### src/rtl/heroe_pkg.sv
// Shared HEROE constants: game state codes, obstacle lane segment masks and LFSR seed/taps.
package heroe_pkg;

  typedef enum logic [2:0] {
    OFF  = 3'd0,
    WLCM = 3'd1,
    CH   = 3'd2,
    PA   = 3'd5,
    GAME = 3'd6
  } estado_juego_t;

  // Segment order within a digit is {a,b,c,d,e,f,g}.
  localparam logic [6:0] SEG_TOP = 7'b1000000;
  localparam logic [6:0] SEG_MID = 7'b0000001;
  localparam logic [6:0] SEG_BOT = 7'b0001000;

  // Taps x^8+x^6+x^5+x^4+1 map to register bits 7,5,4,3.
  localparam logic [7:0] LFSR_SEED = 8'hA5;
  localparam logic [7:0] LFSR_TAPS = 8'hB8;

endpackage

### src/rtl/obstaculos_gen_if.sv
// Game-state inputs and obstacle-field outputs of the obstacle generator; master is the generator side.
interface obstaculos_gen_if;
  logic [2:0]  presente;
  logic [1:0]  W_or_L;
  logic [20:0] display_obs;
  logic        clk_obstaculos;
  logic        paso;
  logic [1:0]  nivel;
  logic [7:0]  esquivados;

  modport master (
    input  presente, W_or_L,
    output display_obs, clk_obstaculos, paso, nivel, esquivados
  );

  modport slave (
    output presente, W_or_L,
    input  display_obs, clk_obstaculos, paso, nivel, esquivados
  );
endinterface

### src/rtl/lfsr8.sv
// Free-running 8-bit Fibonacci LFSR, one shift per clk, no enable and no stall; async reset to the seed.
module lfsr8
  import heroe_pkg::*;
(
  input  logic       clk,
  input  logic       rst_n,
  output logic [7:0] q
);

  always_ff @(posedge clk or negedge rst_n) begin
    if (!rst_n) q <= LFSR_SEED;
    else        q <= {q[6:0], ^(q & LFSR_TAPS)};
  end

endmodule

### src/rtl/obstaculos_gen.sv
// Obstacle spawner/scroller: field shifts one digit every P=PASO_CICLOS>>nivel cycles; holds on pause or loss.
// Outputs registered, no backpressure. Define OBS_DOBLE_EN to spawn top+bottom obstacles at levels 2-3.
module obstaculos_gen
  import heroe_pkg::*;
#(
  parameter int PASO_CICLOS   = 25_000_000,
  parameter int ANCHO_PRESC   = 25,
  parameter int OBS_POR_NIVEL = 8,
  parameter int MIN_GAP       = 1
) (
  input logic              clk,
  input logic              rst_n,
  obstaculos_gen_if.master bus
);

  localparam int GAP_W = (MIN_GAP < 1) ? 1 : $clog2(MIN_GAP + 1);
  localparam int CNT_W = $clog2(OBS_POR_NIVEL + 1);
  localparam logic [31:0]      PASO_U     = 32'(PASO_CICLOS);
  localparam logic [GAP_W-1:0] GAP_RELOAD = GAP_W'(MIN_GAP);
  localparam logic [CNT_W-1:0] CNT_TOP    = CNT_W'(OBS_POR_NIVEL);

  typedef enum logic [1:0] {IDLE, RUN, PAUSA, FREEZE} fase_t;

  fase_t                  fase;
  logic [ANCHO_PRESC-1:0] presc, presc_inc;
  logic [1:0]             nivel, nivel_nx;
  logic [GAP_W-1:0]       gap, gap_nx;
  logic [CNT_W-1:0]       cnt_niv, cnt_niv_nx, cnt_inc;
  logic [7:0]             esq, esq_nx;
  logic [20:0]            campo;
  logic                   clk_obs, paso_q;
  logic [6:0]             spawn_mask;
  logic [31:0]            per_len, per_half;
  logic                   wrap, pres_game, pres_pa, perdio, esquiva;
  logic [1:0]             carril;
  logic [5:0]             lfsr_unused;

  lfsr8 u_lfsr (
    .clk   (clk),
    .rst_n (rst_n),
    .q     ({lfsr_unused, carril})
  );

  always_comb begin
    pres_game = (bus.presente == GAME);
    pres_pa   = (bus.presente == PA);
    perdio    = (bus.W_or_L == 2'b01);

    // nivel only moves at a wrap, so it already acts as the period latched at the last wrap.
    per_len   = PASO_U >> nivel;
    per_half  = per_len >> 1;
    presc_inc = presc + ANCHO_PRESC'(1);
    wrap      = (32'(presc) == per_len - 32'd1);

    spawn_mask = '0;
    if (gap == '0) begin
      case (carril)
        2'b00:   spawn_mask = SEG_TOP;
        2'b01:   spawn_mask = SEG_MID;
        2'b10:   spawn_mask = SEG_BOT;
        default: begin
`ifdef OBS_DOBLE_EN
          if (nivel >= 2'd2) spawn_mask = SEG_TOP | SEG_BOT;
`else
          spawn_mask = '0;
`endif
        end
      endcase
    end

    if (spawn_mask != '0) gap_nx = GAP_RELOAD;
    else if (gap != '0)   gap_nx = gap - GAP_W'(1);
    else                  gap_nx = gap;

    // An obstacle leaving the hero digit without a collision counts as dodged.
    esquiva    = (campo[6:0] != '0) && (bus.W_or_L == 2'b00);
    esq_nx     = (esquiva && esq != 8'hFF) ? esq + 8'd1 : esq;
    cnt_inc    = cnt_niv + CNT_W'(1);
    cnt_niv_nx = cnt_niv;
    nivel_nx   = nivel;
    if (esquiva) begin
      if (cnt_inc == CNT_TOP) begin
        cnt_niv_nx = '0;
        if (nivel != 2'd3) nivel_nx = nivel + 2'd1;
      end else begin
        cnt_niv_nx = cnt_inc;
      end
    end
  end

  always_ff @(posedge clk or negedge rst_n) begin
    if (!rst_n) begin
      fase    <= IDLE;
      presc   <= '0;
      nivel   <= '0;
      gap     <= '0;
      cnt_niv <= '0;
      esq     <= '0;
      campo   <= '0;
      clk_obs <= 1'b0;
      paso_q  <= 1'b0;
    end else begin
      paso_q <= 1'b0;
      if (!(pres_game || pres_pa) || fase == IDLE) begin
        presc   <= '0;
        nivel   <= '0;
        gap     <= '0;
        cnt_niv <= '0;
        esq     <= '0;
        campo   <= '0;
        clk_obs <= 1'b0;
        fase    <= (pres_game && !perdio) ? RUN : IDLE;
      end else begin
        case (fase)
          RUN: begin
            // A loss seen on a wrap cycle freezes the field before it can shift.
            if (perdio) begin
              fase <= FREEZE;
            end else if (pres_pa) begin
              fase <= PAUSA;
            end else if (wrap) begin
              presc   <= '0;
              paso_q  <= 1'b1;
              clk_obs <= 1'b1;
              campo   <= {spawn_mask, campo[20:7]};
              gap     <= gap_nx;
              esq     <= esq_nx;
              cnt_niv <= cnt_niv_nx;
              nivel   <= nivel_nx;
            end else begin
              presc <= presc_inc;
              if (32'(presc_inc) == per_half) clk_obs <= 1'b0;
            end
          end
          PAUSA: if (pres_game) fase <= RUN;
          default: ;
        endcase
      end
    end
  end

  assign bus.display_obs    = campo;
  assign bus.clk_obstaculos = clk_obs;
  assign bus.paso           = paso_q;
  assign bus.nivel          = nivel;
  assign bus.esquivados     = esq;

endmodule

### src/flat_wrapper.sv
// flat-port wrapper written by rule: the top's interface ports become plain ports
module obstaculos_gen_flat import heroe_pkg::*;
#(
  parameter int PASO_CICLOS   = 25_000_000,
  parameter int ANCHO_PRESC   = 25,
  parameter int OBS_POR_NIVEL = 8,
  parameter int MIN_GAP       = 1
)
  (clk, rst_n, bus_presente, bus_W_or_L, bus_display_obs, bus_clk_obstaculos, bus_paso, bus_nivel, bus_esquivados);
  obstaculos_gen_if bus_i ();
  input logic clk;
  input logic rst_n;
  input wire logic [$bits(bus_i.presente)-1:0] bus_presente;
  input wire logic [$bits(bus_i.W_or_L)-1:0] bus_W_or_L;
  output wire logic [$bits(bus_i.display_obs)-1:0] bus_display_obs;
  output wire logic [$bits(bus_i.clk_obstaculos)-1:0] bus_clk_obstaculos;
  output wire logic [$bits(bus_i.paso)-1:0] bus_paso;
  output wire logic [$bits(bus_i.nivel)-1:0] bus_nivel;
  output wire logic [$bits(bus_i.esquivados)-1:0] bus_esquivados;
  assign bus_i.presente = bus_presente;
  assign bus_i.W_or_L = bus_W_or_L;
  assign bus_display_obs = bus_i.display_obs;
  assign bus_clk_obstaculos = bus_i.clk_obstaculos;
  assign bus_paso = bus_i.paso;
  assign bus_nivel = bus_i.nivel;
  assign bus_esquivados = bus_i.esquivados;
  obstaculos_gen #(.PASO_CICLOS(PASO_CICLOS), .ANCHO_PRESC(ANCHO_PRESC), .OBS_POR_NIVEL(OBS_POR_NIVEL), .MIN_GAP(MIN_GAP)) u_core (.clk(clk), .rst_n(rst_n), .bus(bus_i));
endmodule
### config.mk
export PLATFORM = sky130hd
export DESIGN_NAME = obstaculos_gen_flat
export DESIGN_NICKNAME = d
export VERILOG_FILES = /design/src/rtl/heroe_pkg.sv /design/src/rtl/obstaculos_gen_if.sv /design/src/rtl/lfsr8.sv /design/src/rtl/obstaculos_gen.sv /design/src/flat_wrapper.sv
export SDC_FILE = /design/constraint.sdc
export NUM_CORES = 1
export LEC_CHECK = 0
export CORE_ASPECT_RATIO = 1.1
export CORE_MARGIN = 8
export CORE_UTILIZATION = 31
export CTS_CLUSTER_SIZE = 10
export DETAILED_ROUTE_END_ITERATION = 12
export PLACE_DENSITY = 0.58
export SLEW_MARGIN = 20
export SYNTH_ARGS = -nofsm -noshare
export SYNTH_HDL_FRONTEND = slang
export SYNTH_HIERARCHICAL = 1
export SYNTH_SLANG_ARGS = --single-unit
### constraint.sdc
create_clock -name clk -period 4 [get_ports clk]
set_input_delay 0.8 -clock clk [delete_from_list [all_inputs] [get_ports clk]]
set_output_delay 0.8 -clock clk [all_outputs]
set_load 0.1 [all_outputs]
==> key figures <==
Global routing
  • GR Overflow Total: 0
  • Antenna violations before repair: 0
  • Busiest grt layer: met2
  • Largest net degree at the start of global routing: 34
  • GRT met2 Usage: 22.4%
  • M3 GR Usage: 3.29%
  • Vias in the first global route: 3454
  • Global Route Usage Sum: 13.2%
  • First-pass GRT wire length: 18000 um
  • Met1 usage: 15.7%

Die
  • Ports: 40
  • Die area: 17000 um2
  • Chip Width: 125 um
  • Site Rows: 43
  • Core box area: 12700 um2
  • Initial Utilization: 31.9%
  • Die height: 136 um

Pwr
  • Clock share of power: 58.1%
  • Max VDD drop: 0.165 mV
  • Switching part of the total: 21.7%
  • Leak: 1.81 nW
  • Pwr per Cell Area: 347 nW/um2
  • Sequential Power Share: 37.2%
  • Psw: 0.000360 W
  • Gate power share: 4.7%
  • Int Pwr: 0.00130 W

CTS
  • CTS tree: yes
  • Htree depth: 3
  • Clock Latency Late Sink: 0.33 ns
  • Longest Clk Path Bufs: 2
  • Hold_buf cts: 0
  • CTS Buf Count: 9
  • Clk root buf: clkbuf_16
  • Clock Sink Count: 61
  • Post-cts gate resize count: 0
  • Postcts setup bufs: 0
  • Clock Pin Slew Worst Setup and Hold Paths: 0.06 ns

STA
  • Clock Skews: 0.00753 ns
  • Slew @ Worst Pin: 1.00 ns
  • Relative max-transition margin: 32.9%
  • Period minus WS final: 3.53 ns
  • Finish-stage setup viols: 0
  • TNS Setup: 0 ns
  • Final Cycle Share: 88.2%
  • Hold Vio Cnt, Final: 0
  • RSZ-0062 raised after global routing: false
  • Fmax: 283 MHz
  • Final WS setup: 0.470 ns
  • Slew Viols, Final: 0

Routing
  • Drt drc: 0
  • Vias/cell: 5.43
  • Remaining antenna violation count: 0
  • Vias: 3534
  • First-pass detailed-route iteration total: 4
  • Drt initial violations: 243
  • WL per Instance: 16.9 um
  • Drt total wl: 11000 um

Min path
  • Hold crit path type: register to register

Yosys
  • Post-Syn Area: 4050 um2
  • Adder-cell share of the synthesized area: 4.02%
  • Synth top area cells: dfrtp_1 (35%), xnor2_1 (5.6%), nand2_1 (4.3%), ha_1 (4.0%), a21oi_1 (3.8%)
  • Unique masters post-synth: 55
  • Primary FF master, synth: dfrtp_1
  • Synth Area in Simple Gates: 26.1%
  • Count leader, synth: dfrtp_1
  • Synth Area in XOR/XNOR: 8.78%
  • Sequential-to-total area share from yosys stat: 37.8%
  • Post-synth top cells: dfrtp_1 (57), nand2_1 (46), a21oi_1 (31)
  • Mean Syn Cell Area: 8.61 um2
  • Synthesized flop and latch total: 61
  • Yosys top cell by area: dfrtp_1
  • Yosys Warn Count: 6
  • Share of the synthesized area in the top cell type: 35.3%
  • Cell count after synthesis: 470
  • Post-synthesis mux area share: 2.23%
  • Post-synth EDFFs: 0
  • Asr flop ratio synth: 100%
  • Main combinational cell family by area after synthesis: simple AND/OR/NAND/NOR gates
  • Synth Area in Compound Gates: 14.5%

Job
  • MaxCap Viol Count: 0

Final layout
  • Inserted Diodes: 0
  • Layout cells sized above 1: 7.69%
  • Nets: 509
  • P&R area growth vs syn: 18.4%

Placed design
  • Dpl ws: 0.253 ns
  • Count of input and output buffers: 27
  • Post-DP HPWL: 8130 um
  • GPL Wtd Cong: 0.867

Status
  • Status: complete, no violations

Worst setup path
  • Crit path launch type: register
  • CP Class: register to register
  • Critical path required time: 4.26 ns
  • Endpoint type of the worst setup path: register
  • Crit path DAT: 3.79 ns
  • Crit Path Max Fanout: 10
layout make-up:
| class | instances | area [um2] |
|---|---|---|
| clock buffers | 9 | 225 |
| clock inverters | 7 | 146 |
| fillers | 1291 | 7910 |
| inverters | 13 | 48.8 |
| multi-input cells | 367 | 2300 |
| flip-flops and latches | 61 | 1530 |
| well taps | 157 | 196 |
| repair buffers | 37 | 340 |
through the flow:
step	area, um2	cells	total power (W)	util (%)	hold WS (ns)
6_report	4790	651	0.00166	37.7	0.351
5_1_grt	4790	651	0.00171	37.7	0.355
4_1_cts	4790	651	0.00168	37.7	0.355
3_5_place_dp	4420	635	0.000709	34.8	0.352
3_3_place_gp	4420	635	0.000708	34.8	0.337
2_1_floorplan	4090	481	0.000695	-	0.333
per-layer routing:
layer	up-vias	wire length, um
met5	-	0
met4	0	219
met3	16	627
met2	91	5240
met1	1736	4880
li1	1691	-
cell usage in the layout (no fill, tap or decap), types with 5 or more instances in the layout:
| master | Yosys | routed |
|---|---|---|
| dfrtp_1 | 57 | 55 |
| nand2_1 | 46 | 46 |
| a21oi_1 | 31 | 31 |
| o21ai_0 | 29 | 29 |
| nor2_1 | 28 | 28 |
| clkdlybuf4s50_1 | 0 | 26 |
| xnor2_1 | 26 | 26 |
| nand3_1 | 21 | 21 |
| nor3_1 | 15 | 15 |
| nand4_1 | 13 | 13 |
| nor4_1 | 13 | 13 |
| ha_1 | 13 | 13 |
| xor2_1 | 12 | 12 |
| conb_1 | 1 | 12 |
| inv_1 | 11 | 11 |
| buf_4 | 13 | 10 |
| clkbuf_16 | 0 | 9 |
| mux2i_1 | 9 | 9 |
| nand2b_1 | 8 | 8 |
| or4_1 | 8 | 8 |
| and4_1 | 7 | 7 |
| or3_1 | 7 | 7 |
| nor2b_1 | 7 | 7 |
| and3_1 | 6 | 6 |
| nor3b_1 | 6 | 6 |
| a21o_1 | 5 | 5 |
| o31ai_1 | 5 | 5 |
| o22ai_1 | 5 | 5 |
state kept, by name, summed over array words and instances (netlist names), 2 cells and up:
signal,cells
u_core/bus.esquivados,8
u_core/u_lfsr/q,8
u_core/fase,2
u_core/cnt_niv,4
u_core/bus.nivel,2
u_core/bus.display_obs,9
u_core/presc,25
cell families after synthesis:
group           count (synthesis)
mux                             9
flops                          61
fa+ha+maj                      13
buf+inv                        53
other cells                     1
xor+xnor                       39
simple gates                  197
compound gates                 97
worst max-delay path: stages, from the launching register on:
cell and delay (ns):
dfrtp_2 0.48, inv_2 0.13, ha_1 0.18, inv_1 0.05, ha_1 0.28, xnor2_1 0.14, nor4_2 0.32, nand4_1 0.19
or4_1 0.49, or3_1 0.53, or4_1 0.52, a21oi_1 0.15
path summary, 6_finish.rpt:
kind,from,end,slack (ns),cells past startpoint
setup / recovery,u_core/bus.nivel[0]$_DFFE_PN0P_,u_core/bus.esquivados[5]$_DFFE_PN0P_,0.47,11
hold / removal,u_core/u_lfsr/q[6]$_DFF_PN0_,u_core/u_lfsr/q[7]$_DFF_PN1_,0.35,0
setup reg to reg,u_core/bus.nivel[0]$_DFFE_PN0P_,u_core/bus.esquivados[5]$_DFFE_PN0P_,0.47,11
hold reg to reg,u_core/u_lfsr/q[6]$_DFF_PN0_,u_core/u_lfsr/q[7]$_DFF_PN1_,0.35,0
max in group asynchronous,rst_n,u_core/u_lfsr/q[5]$_DFF_PN1_,2.56,2
min in group asynchronous,rst_n,u_core/bus.display_obs[3]$_DFFE_PN0P_,0.52,1
power by group through the flow:
stage / clock, W / sequential, W / combinational, W
after floorplan: 0 / 0.000629 / 0.0000659
after global placement: 0 / 0.000629 / 0.0000785
after detailed placement: 0 / 0.000629 / 0.0000794
after CTS: 0.000985 / 0.000618 / 0.0000797
after global routing: 0.00101 / 0.000618 / 0.0000845
final: 0.000965 / 0.000618 / 0.0000790
(Power assumes the default switching activity.)
